===== config.mk =====
export PLATFORM = sky130hd
export DESIGN_NAME = keypad_hex_encoder
export DESIGN_NICKNAME = d
export VERILOG_FILES = /design/src/rtl/keypad_hex_encoder.sv
export SDC_FILE = /design/constraint.sdc
export NUM_CORES = 1
export LEC_CHECK = 0
export ABC_CLOCK_PERIOD_IN_PS = 7500
export CORE_MARGIN = 2
export CORE_UTILIZATION = 35
export CTS_BUF_LIST = sky130_fd_sc_hd__clkbuf_16
export DETAILED_ROUTE_END_ITERATION = 6
export PLACE_DENSITY = 0.57
export SLEW_MARGIN = 20
export SYNTH_ARGS = -nofsm -noshare
export SYNTH_HDL_FRONTEND = slang
export SYNTH_SLANG_ARGS = --single-unit

===== constraint.sdc =====
create_clock -name clk -period 7.5 [get_ports clk]
set_input_delay 1.5 -clock clk [delete_from_list [all_inputs] [get_ports clk]]
set_output_delay 1.5 -clock clk [all_outputs]
set_load 0.02 [all_outputs]

===== src/rtl/keypad_hex_encoder.sv =====
// Scans a 4x4 active-low keypad and emits one debounced 4-bit hex code per press.
// Latency: key_valid one cycle after the DEBOUNCE_CNT-th stable frame end (frame = 4*SCAN_DIV cycles).
// Backpressure: none; key_valid is a one-cycle strobe and key_code holds until the next accepted key.
module keypad_hex_encoder #(
    parameter int SCAN_DIV     = 1000,
    parameter int DEBOUNCE_CNT = 4
) (
    input  logic       clk,
    input  logic       rst_n,
    input  logic [3:0] col_in,
    output logic [3:0] row_out,
    output logic [3:0] key_code,
    output logic       key_valid,
    output logic       key_held
);

    localparam int SW = (SCAN_DIV > 1) ? $clog2(SCAN_DIV) : 1;
    localparam int CW = $clog2(DEBOUNCE_CNT + 1);
    localparam logic [SW-1:0] SLOT_LAST = SW'(SCAN_DIV - 1);
    localparam logic [CW-1:0] DB_MAX    = CW'(DEBOUNCE_CNT);

    typedef enum logic [1:0] {IDLE, DEBOUNCE, HELD} state_t;

    logic [3:0]    col_s1, col_s2;
    logic [SW-1:0] slot_cnt;
    logic [1:0]    row_idx;
    logic [1:0]    acc_n;
    logic [3:0]    acc_code;
    state_t        state, state_nxt;
    logic [3:0]    cand, cand_nxt;
    logic [CW-1:0] cnt, cnt_nxt, cnt_inc;
    logic [CW-1:0] rel, rel_nxt, rel_inc;
    logic [3:0]    code_nxt;
    logic          valid_nxt, held_nxt, accept;

    logic          sample_now, frame_end;
    logic [3:0]    low;
    logic [2:0]    low_pop, tot;
    logic [1:0]    tot_sat, low_col;
    logic [3:0]    frame_code;
    logic          res_none, res_single;

    function automatic logic [3:0] key_map(input logic [1:0] r, input logic [1:0] c);
        logic [3:0] k;
        case ({r, c})
            4'h0: k = 4'h1;  4'h1: k = 4'h2;  4'h2: k = 4'h3;  4'h3: k = 4'hA;
            4'h4: k = 4'h4;  4'h5: k = 4'h5;  4'h6: k = 4'h6;  4'h7: k = 4'hB;
            4'h8: k = 4'h7;  4'h9: k = 4'h8;  4'hA: k = 4'h9;  4'hB: k = 4'hC;
            4'hC: k = 4'hE;  4'hD: k = 4'h0;  4'hE: k = 4'hF;  4'hF: k = 4'hD;
        endcase
        return k;
    endfunction

    assign row_out    = ~(4'b0001 << row_idx);
    assign sample_now = (slot_cnt == SLOT_LAST);
    assign frame_end  = sample_now && (row_idx == 2'd3);
    assign low        = ~col_s2;
    assign low_pop    = 3'(low[0]) + 3'(low[1]) + 3'(low[2]) + 3'(low[3]);
    assign tot        = {1'b0, acc_n} + low_pop;
    // Only "none / one / many" matters, so the frame count saturates at 2.
    assign tot_sat    = (tot > 3'd1) ? 2'd2 : tot[1:0];
    assign res_none   = (tot_sat == 2'd0);
    assign res_single = (tot_sat == 2'd1);
    assign cnt_inc    = cnt + CW'(1);
    assign rel_inc    = rel + CW'(1);

    always_comb begin
        low_col = 2'd0;
        if (low[3]) low_col = 2'd3;
        if (low[2]) low_col = 2'd2;
        if (low[1]) low_col = 2'd1;
        if (low[0]) low_col = 2'd0;
    end

    assign frame_code = (low_pop == 3'd1) ? key_map(row_idx, low_col) : acc_code;

    always_ff @(posedge clk or negedge rst_n) begin
        if (!rst_n) begin
            col_s1   <= 4'b1111;
            col_s2   <= 4'b1111;
            slot_cnt <= '0;
            row_idx  <= 2'd0;
            acc_n    <= 2'd0;
            acc_code <= 4'h0;
        end else begin
            col_s1 <= col_in;
            col_s2 <= col_s1;
            if (sample_now) begin
                slot_cnt <= '0;
                row_idx  <= row_idx + 2'd1;
                if (frame_end) begin
                    acc_n    <= 2'd0;
                    acc_code <= 4'h0;
                end else begin
                    acc_n    <= tot_sat;
                    acc_code <= frame_code;
                end
            end else begin
                slot_cnt <= slot_cnt + SW'(1);
            end
        end
    end

    always_comb begin
        state_nxt = state;
        cand_nxt  = cand;
        cnt_nxt   = cnt;
        rel_nxt   = rel;
        code_nxt  = key_code;
        valid_nxt = 1'b0;
        held_nxt  = key_held;
        accept    = 1'b0;
        if (frame_end) begin
            case (state)
                IDLE: begin
                    if (res_single) begin
                        cand_nxt = frame_code;
                        cnt_nxt  = CW'(1);
                        if (DB_MAX == CW'(1)) accept = 1'b1;
                        else                  state_nxt = DEBOUNCE;
                    end
                end
                DEBOUNCE: begin
                    if (res_single && (frame_code == cand)) begin
                        cnt_nxt = cnt_inc;
                        if (cnt_inc == DB_MAX) accept = 1'b1;
                    end else begin
                        state_nxt = IDLE;
                        cnt_nxt   = '0;
                    end
                end
                HELD: begin
                    if (res_none) begin
                        rel_nxt = rel_inc;
                        if (rel_inc == DB_MAX) begin
                            held_nxt  = 1'b0;
                            state_nxt = IDLE;
                            cnt_nxt   = '0;
                        end
                    end else begin
                        rel_nxt = '0;
                    end
                end
                default: state_nxt = IDLE;
            endcase
            if (accept) begin
                code_nxt  = cand_nxt;
                valid_nxt = 1'b1;
                held_nxt  = 1'b1;
                state_nxt = HELD;
                rel_nxt   = '0;
            end
        end
    end

    always_ff @(posedge clk or negedge rst_n) begin
        if (!rst_n) begin
            state     <= IDLE;
            cand      <= 4'h0;
            cnt       <= '0;
            rel       <= '0;
            key_code  <= 4'h0;
            key_valid <= 1'b0;
            key_held  <= 1'b0;
        end else begin
            state     <= state_nxt;
            cand      <= cand_nxt;
            cnt       <= cnt_nxt;
            rel       <= rel_nxt;
            key_code  <= code_nxt;
            key_valid <= valid_nxt;
            key_held  <= held_nxt;
        end
    end

endmodule


; Word-level counts from Yosys, hierarchy flattened
; Memory sizes are Yosys's and may differ from the RTL's.
; Cells that the tools add are included.
[word_totals]
reg_bits = 44
mem_bits_ro = 64
input_bits = 6
word_cells = 90
mem_count = 1
[classes]
add_sub_neg = 8
order_cmp = 1
eq_ne = 16
shifts = 1
muxes = 35
bitwise = 2
reduce_logical = 13
[memory_table]
columns = name, words, word_bits, rd, rd_clocked_by_memory_dff, wr, line
row1 = (no name shown), 16, 4, 1, 0, 0, 45  ; case ({r, c})
[ops]
columns = cell, n
row1 = $mux 2, 11
row2 = $mux 3, 7
row3 = $mux 4, 4
row4 = $ne 3x3->1 const B, 4
row5 = $add 10x1->10 const B, 1
row6 = $eq 10x10->1 const B, 1
row7 = $mux 1, 10
row8 = $mux 10, 1
row9 = $reduce_and 5->1, 2
row10 = $pmux 3 s3, 1
row11 = $not 4->4, 2
row12 = $add 3x1->3 const B, 2
row13 = $eq 3x3->1 const B, 2
row14 = $ne 2x2->1 const B, 3
row15 = $pmux 2 s3, 1
row16 = $reduce_bool 2->1, 3
row17 = $eq 2x1->1 const B, 2
row18 = $eq 2x2->1 const B, 2
row19 = $eq 4x4->1, 1
row20 = $logic_not 2->1, 2
row21 = $reduce_and 2->1, 2
row22 = $reduce_and 4->1, 1
row23 = $shl 1x2->4 const A, 1
row24 = $add 2x1->3, 1
row25 = 8 further kinds, 9

; Depth between registers and ports, before layout
; Gate-level depths: netlist of the first run.
[depth]
word_depth = 14
ltp_mapped = 13

; Worst setup path after synthesis of the first run
; OpenSTA, ideal clock, no wires.
[synth_timing]
path_type = register -> register
from = reg col_s2[0]
to = reg key_code[0]
setup_time_ps = 125
arrival_time_ps = 3787
slack_ps = 3588
path_stages_with_launch = 13
path_buffers = 1
synth_period_minus_slack_ps = 3912
cell_sequence = dfstp_2 > inv_1 > fa_1 > ha_1 > ha_1 > fa_1 > xor2_1 > nor3b_1 > o2111ai_1 > or4_4 > or2_1 > buf_6 > mux2_4
[synth_via]
elab_chain_len = 13
elab_cells_between_ends = 20
[synth_lines]
columns = item, line
row1 = from (decl), 24  ; logic [3:0] col_s1, col_s2;
row2 = from (signal assigned), 87  ; col_s2 <= col_s1;
row3 = $not 4->4 *, 57  ; assign low = ~col_s2;
row4 = $add 1x1->2, 58  ; assign low_pop = 3'(low[0]) + 3'(low[1]) + 3'(low[2]) + 3'(low[3]);
row5 = $add 2x1->3, 58
row6 = $add 3x1->3, 58
row7 = $add 2x3->3, 59  ; assign tot = {1'b0, acc_n} + low_pop;
row8 = $gt 3x1->1, 61  ; assign tot_sat = (tot > 3'd1) ? 2'd2 : tot[1:0];
row9 = $mux 2, 61
row10 = $eq 2x1->1, 63  ; assign res_single = (tot_sat == 2'd1);
row11 = $logic_and 1x1->1, 124  ; if (res_single && (frame_code == cand)) begin
row12 = $mux 1, 124
row13 = $mux 1, 114  ; case (state)
row14 = $mux 1, 113  ; if (frame_end) begin
row15 = $reduce_and 2->1 (no line), --
row16 = to (signal assigned), 170  ; key_code <= code_nxt;
row17 = to (decl), 12  ; output logic [3:0] key_code,
; Every way passes the cells marked *; elsewhere a longest branch is shown, timed or not. The select of a mux whose other input is x is not followed.
; A chain may end at the register's enable or synchronous reset.

; Worst setup path after layout of the first run
[layout_timing]
from = reg col_s2[0]
to = reg key_code[2]
; Same word-level chain as after synthesis.

==> impl_results.md, run 1 <==
- Status: complete, no violations
- Number of inserted diodes: 0
- Die W: around 90 µm
- Final hold viol count: 0
- CTS tree: done
- DRT Wirelength: between 5000 and 6000 µm
- Power Density: roughly 170 nW/µm²
- Cts hold-fix bufs: 0
- Crit path time final: between 4 and 5 ns
- Element type at the critical path end: flip-flop
- FP Rows: 31
- Routability cong.: 0.797
- Req. time, crit path: 7.67 ns
- Hold worst-path end: col_s2[2]$_DFF_PN1_
- Reg clk slew, reported paths: 0.06 ns
- Multi-input combinational cell area: between 1000 and 1500 µm²
- Leakage Power: about 1.3 nW
- Nets: between 200 and 300
- Area Overhead vs Synth: 15.0%
- Total CTS buffers: 5
- Final WS setup: about 3.3 ns
- Clock Path Buffers: 2
- Clock share of power: 0.406
- Post-synthesis sequential area ratio: 0.436
- DR vias: 1832
- Detailed Place HPWL: about 3700 µm
- Worst min path class: flip-flop to flip-flop
- Worst path bufs/invs: 1
- FFs w/ async S/R, synth: 1.00
- Main flop type after synthesis: dfrtp_1
- GRT Overall Usage: 0.140
- # resized after CTS: 0
- First-pass GRT wire length: about 8500 µm
- WS Path Type: flip-flop to flip-flop
- Core Box Area: 7140 µm²
- Die Area: between 7000 and 8000 µm²
- Clk_lat worst skew: between 0.2 and 0.3 ns
- Drt wl/cell: roughly 14 µm
- Drt via density: 5.01
- Slowest cell on the critical path: dfstp_2
- Initial drt markers: 114
- Fin util: 0.411
- Initial antenna violation count: 0
- Critical R2R Capture: key_code[2]$_DFFE_PN0P_
- P_int: around 0.38 mW
- Nature of the critical path startpoint: flip-flop
- Flip-flop and latch area: about 1100 µm²
- Switching Fraction: 0.235
- R2r setup slk: 3.30 ns
- Place WS: ~3.3 ns
- Number of port buffers: 15
- Arrival time worst endpoint: around 4.4 ns
- Number of flops mapped to enable cells by yosys: 0
- Combinational group share of total power: 0.104
- Slew Viols, Final: 0
- TNS Setup: 0 ns
- Top Family by Delay on Critical Path: adder cells
- Post-CTS Setup Inserts: 0
- Initial Utilization: 0.357
- # IOs: 16
- Mapped Cells: 250
- RSZ-0062 raised after global routing: no
- Critical Path Fanout Max: 6
- Hold path depth: 0
- Worst VDD drop: 0.0732 mV
- Hold path start: col_s1[2]$_DFF_PN1_
- DIE HEIGHT: ~90 µm
- RR Startpoint: col_s2[0]$_DFF_PN1_
- Transition time of the tightest slew-check pin: slightly above 0.7 ns
- Vias in the first global route: about 1800
- Root Driver: clkbuf_16
- Mapped Avg Cell Area: approximately 10 µm²
- Worst Reg-to-Reg Cells: 11
- Flop pwr share: 0.490
- Max incr delay on CP: approximately 0.54 ns
- P_sw: around 0.12 mW
- Clock Sinks: between 40 and 50
- Routed Antenna Nets: 0
- # setup viols final: 0
- Hold slack: 0.354 ns
- Fmax: roughly 240 MHz
- Unique masters post-synth: 56
- Synth Net Count: 279
- Residual DRC: 0
- Total gr overflow: 0
- Max cap viols: 0
- Clk_skew: between 0.003 and 0.004 ns
- H-tree Lvls: 2
- 1st-pass router iterations: 4
- Synth Register Bits: 44
- Post-Syn Area: ~2500 µm²
- Yosys warns: 0
- Share of cells above drive strength 1: 0.112
- Max-slew headroom: 0.520
- Largest net degree at the start of global routing: between 40 and 50
- Ordered list of cells on the worst path: inv_1, fa_1, ha_1, ha_1, fa_1, xor2_1, nor3b_1, o2111ai_1, or4_4, or2_1, mux2_4
- Filler cells: around 730
- Final period util: 0.560
## Yosys cell counts, drive strengths merged, types with 3 or more instances
cell type  instances  area, µm²
a211o              3       26.3
a211oi             3       22.5
a21oi              3       15.0
a22o               3       26.3
and3               4       25.0
buf                3       23.8
clkbuf             4       15.0
dfrtp             36        901
dfstp              8        210
ha                21        263
inv               21       78.8
mux2               8        101
mux2i              5       50.1
nand2             22       82.6
nand2b             4       32.5
nand3             10       50.1
nor2              23       86.3
nor2b              4       25.0
nor3b              3       27.5
o211ai             3       22.5
o21ai             14       70.1
o31ai              5       37.5
or3                3       18.8
xnor2              3       26.3
xor2               6       52.6
## how the worst max path moves through the flow
stage	startpoint	cells past startpoint	endpoint	slack, ns
after global placement	col_s2[0]$_DFF_PN1_	12	rel[0]$_DFFE_PN0P_	3.34
final	col_s2[0]$_DFF_PN1_	11	key_code[2]$_DFFE_PN0P_	3.30
after detailed placement	col_s2[0]$_DFF_PN1_	12	rel[0]$_DFFE_PN0P_	3.31
after floorplan	col_s2[0]$_DFF_PN1_	12	key_code[0]$_DFFE_PN0P_	3.59
after global routing	col_s2[0]$_DFF_PN1_	11	key_code[0]$_DFFE_PN0P_	3.04
after CTS	col_s2[0]$_DFF_PN1_	12	rel[0]$_DFFE_PN0P_	3.32
## flip-flops by register name (all words and copies together), names as in the netlist
signal     cells
slot_cnt      10
acc_code       4
cand           4
col_s1         4
col_s2         4
key_code       4
cnt            3
rel            3
acc_n          2
row_idx        2
state          2
key_held       1
key_valid      1
## metal layers
layer  global-route usage  wire length, µm  up-vias
met5                    0                0        -
met4               0.0407               51        0
met3               0.0342              116        5
met2                0.224             2390       14
met1                0.189             2480      904
li1                     -                -      909
## area by class of cell
class,count,area share
Clock buffer,5,0.0427
Tap cell,99,0.0423
Inverter,21,0.0269
Clock inverter,3,0.00384
Sequential cell,44,0.379
Timing Repair Buffer,16,0.0529
Multi-Input combinational cell,178,0.452
## power groups by stage
| stage | Combinational [mW] | Clock, mW | Sequential [mW] |
|---|---|---|---|
| global placement | 0.0513 | 0 | 0.247 |
| global route | 0.0592 | 0.223 | 0.243 |
| detailed placement | 0.0518 | 0 | 0.247 |
| finish | 0.0514 | 0.201 | 0.243 |
| floorplan | 0.0354 | 0 | 0.247 |
| CTS | 0.0519 | 0.211 | 0.243 |
## stage by stage
stage               instance area (µm²)  instances  power [mW]
global placement                   2790        358       0.298
detailed placement                 2790        358       0.299
floorplan                          2550        250       0.282
global route                       2930        366       0.525
finish                             2930        366       0.496
CTS                                2930        366       0.506
## layout by cell type (no fill, tap or decap), types with 6 or more instances in the layout
master	n
dfrtp_1	36
inv_1	23
nor2_1	23
nand2_1	22
ha_1	21
clkdlybuf4s50_1	14
o21ai_0	11
nand3_1	10
dfstp_2	8
xor2_1	6
## logic make-up (layout without fill, tap and decap cells)
kind of cell | count (synthesis) | after routing | share of synthesized area
buf+inv | 28 | 45 | 0.0462
flops | 44 | 44 | 0.436
simple gates | 84 | 84 | 0.168
compound gates | 49 | 49 | 0.140
mux | 13 | 13 | 0.0594
fa+ha+maj | 23 | 23 | 0.119
xor+xnor | 9 | 9 | 0.0309
No activity file was read; power rests on OpenSTA's default activity.
==> run 2, diff against run 1 <==
--- a/config.mk
+++ b/config.mk
@@ -5,12 +5,12 @@
 export SDC_FILE = /design/constraint.sdc
 export NUM_CORES = 1
 export LEC_CHECK = 0
-export ABC_CLOCK_PERIOD_IN_PS = 7500
+export ABC_CLOCK_PERIOD_IN_PS = 3600
 export CORE_MARGIN = 2
 export CORE_UTILIZATION = 35
 export CTS_BUF_LIST = sky130_fd_sc_hd__clkbuf_16
 export DETAILED_ROUTE_END_ITERATION = 6
-export PLACE_DENSITY = 0.57
+export PLACE_DENSITY = 0.59
 export SLEW_MARGIN = 20
 export SYNTH_ARGS = -nofsm -noshare
 export SYNTH_HDL_FRONTEND = slang
==> constraint.sdc (replaced) <==
create_clock -name clk -period 3.6 [get_ports clk]
set_input_delay 0.72 -clock clk [delete_from_list [all_inputs] [get_ports clk]]
set_output_delay 0.72 -clock clk [all_outputs]
set_load 0.02 [all_outputs]
==> run 2 against run 1 <==
Compared with the run above:
- clock power up 110%
- die area is the same
- critical path depth increased by 1
- utilization up 4.2 points
- hold slack is essentially flat
- maximum frequency rose by 17%
- count of clock-buffer cells in the layout stayed put
- global-route usage grew 1.1 points
- first-iteration DRC count down 17%
- sequential power is 110% higher
- cell count up 6.8%
==> impl_results.md, run 2 (synthesis gave the netlist of run 1 again) <==
- Status: complete, no violations
- Final period util: 0.997
- Clock Sinks: 44
- Largest reg by FF count: slot_cnt
- Die Area: ~8000 µm²
- Max-slew headroom: 0.637
- Filler cells: a little over 700
- Number of inserted diodes: 0
- Cts hold-fix bufs: 0
- CTS tree: done
- Initial drt markers: 95
- Detailed Place HPWL: approximately 3900 µm
- RSZ-0062 raised after global routing: yes
- RR Startpoint: col_s2[0]$_DFF_PN1_
- Reg clk slew, reported paths: 0.06 ns
- Power Density: approximately 340 nW/µm²
- Worst min path class: flip-flop to flip-flop
- Area Overhead vs Synth: 26.8%
- Design area: 3230 µm²
- H-tree Lvls: 2
- Flip-flop and latch area: 1110 µm²
- Area post-placement: slightly above 3000 µm²
- Fmax: 278 MHz
- Nets: between 300 and 400
- Clk_skew: 0.00435 ns
- Commonest cells after routing, fill and taps aside: 36 x dfrtp_1, 27 x buf_4, 22 x nand2_1, 22 x nor2_1, 21 x inv_1
- 1st-pass router iterations: 4
- Initial antenna violation count: 0
- Final hold viol count: 0
- TNS Setup: 0 ns
- Slew Viols, Final: 0
- Critical Path Fanout Max: 5
- DIE HEIGHT: approximately 89 µm
- Hold worst-path end: col_s2[3]$_DFF_PN1_
- Total gr overflow: 0
- Initial Utilization: 0.357
- Clk_lat worst skew: 0.28 ns
- Post-Place Cells: 382
- Total CTS buffers: 5
- Hold path depth: 0
- Vias in the first global route: between 1500 and 2000
- Clock Path Buffers: 2
- Hold path start: col_s1[3]$_DFF_PN1_
- DRT Wirelength: 5130 µm
- Final Non-Filler Cells: between 300 and 400
- Max cap viols: 0
- Multi-input combinational cell area: roughly 1400 µm²
- Crit path time final: 3.59 ns
- Most common cell after layout, fill and taps aside: dfrtp_1
- Fin util: 0.452
- Drt via density: ~4.8
- Share of cells above drive strength 1: 0.243
- DR vias: roughly 1900
- Root Driver: clkbuf_16
- Core Box Area: 7140 µm²
- Transition time of the tightest slew-check pin: between 0.5 and 0.6 ns
- # IOs: 16
- Worst Reg-to-Reg Cells: 12
- Critical R2R Capture: cnt[2]$_DFFE_PN0P_
- Routed Antenna Nets: 0
- Die W: ~89 µm
- First-pass GRT wire length: 9160 µm
- Drt wl/cell: around 13 µm
- Element type at the critical path end: flip-flop
- Largest net degree at the start of global routing: 45
- Worst VDD drop: 0.172 mV
- Leakage Power: around 1.5 nW
- Nature of the critical path startpoint: flip-flop
- Routability cong.: roughly 0.82
- GRT Overall Usage: 0.151
- WS Path Type: flip-flop to flip-flop
- Arrival time worst endpoint: about 3.8 ns
- Hold slack: between 0.3 and 0.4 ns
- Max reg flops: 10
- R2r setup slk: between 0.009 and 0.01 ns
- Number of port buffers: 15
- FP Rows: 31
- Req. time, crit path: between 3 and 4 ns
- Residual DRC: 0
- # setup viols final: 0
==> run 2: cell count changes in the layout (fill, tap and decap cells not counted), moves of 2 or more <==
cell	before	now
buf_4	2	27
ha_1	21	18
ha_4	0	3
inv_1	23	21
nor3b_4	0	2
or3_1	3	1
or3_4	0	2
==> run 2: repair_timing <==
item | 4_1_cts | 5_1_grt
buffers inserted | 1 | 0
setup endpoints to repair | 11 | 10
pin swaps | 3 | 2
endpoints found under the hold margin | 0 | 0
resized for setup | 5 | 6
==> run 2: layout make-up <==
class,instances,area share
well taps,99,0.0384
clock inverters,3,0.00349
repair buffers,41,0.106
flip-flops and latches,44,0.344
multi-input cells,178,0.445
inverters,21,0.0244
clock buffers,5,0.0387
==> run 2: how the worst max path moves through the flow <==
stage | startpoint | to | slack [ns] | depth (start not counted)
5_1_grt | col_s2[0]$_DFF_PN1_ | cnt[2]$_DFFE_PN0P_ | -0.11 | 12
6_report | col_s2[0]$_DFF_PN1_ | cnt[2]$_DFFE_PN0P_ | 0.009 | 12
4_1_cts | col_s2[0]$_DFF_PN1_ | cnt[2]$_DFFE_PN0P_ | 0.003 | 12
3_3_place_gp | col_s2[0]$_DFF_PN1_ | key_code[3]$_DFFE_PN0P_ | -0.08 | 11
2_1_floorplan | col_s2[0]$_DFF_PN1_ | key_code[0]$_DFFE_PN0P_ | -0.08 | 12
3_5_place_dp | col_s2[0]$_DFF_PN1_ | key_code[3]$_DFFE_PN0P_ | -0.13 | 11
==> run 2: through the flow <==
| step | power [mW] | worst slack [ns] |
|---|---|---|
| 2_1_floorplan | 0.596 | -0.0780 |
| 3_3_place_gp | 0.663 | -0.0784 |
| 3_5_place_dp | 0.664 | -0.135 |
| 4_1_cts | 1.11 | 0.00284 |
| 5_1_grt | 1.16 | -0.109 |
| 6_report | 1.10 | 0.00917 |
==> run 2: metal layers <==
| layer | vias to the layer above | global-route usage | part of all wire |
|---|---|---|---|
| met2 | 17 | 0.231 | 0.45 |
| met4 | 0 | 0.0529 | 0.014 |
| met3 | 4 | 0.0305 | 0.025 |
| met1 | 902 | 0.213 | 0.51 |
| li1 | 960 | - | - |
| met5 | - | 0 | 0 |
==> run 2: power by group <==
part           switching (mW)  total (mW)  leakage [nW]  internal [mW]
combinational          0.0878       0.172         0.832         0.0838
clock                   0.176       0.425        0.0738          0.249
sequential            0.00254       0.505         0.573          0.503
==> run 2: worst max-delay path: stages (launching register included) <==
cell	delay, ns
dfstp_2	0.53
inv_2	0.04
fa_1	0.51
ha_4	0.19
ha_4	0.27
fa_2	0.48
or3_4	0.42
a211o_1	0.27
a221o_1	0.36
nor2_2	0.12
buf_4	0.14
nand4b_1	0.09
o21ai_0	0.08
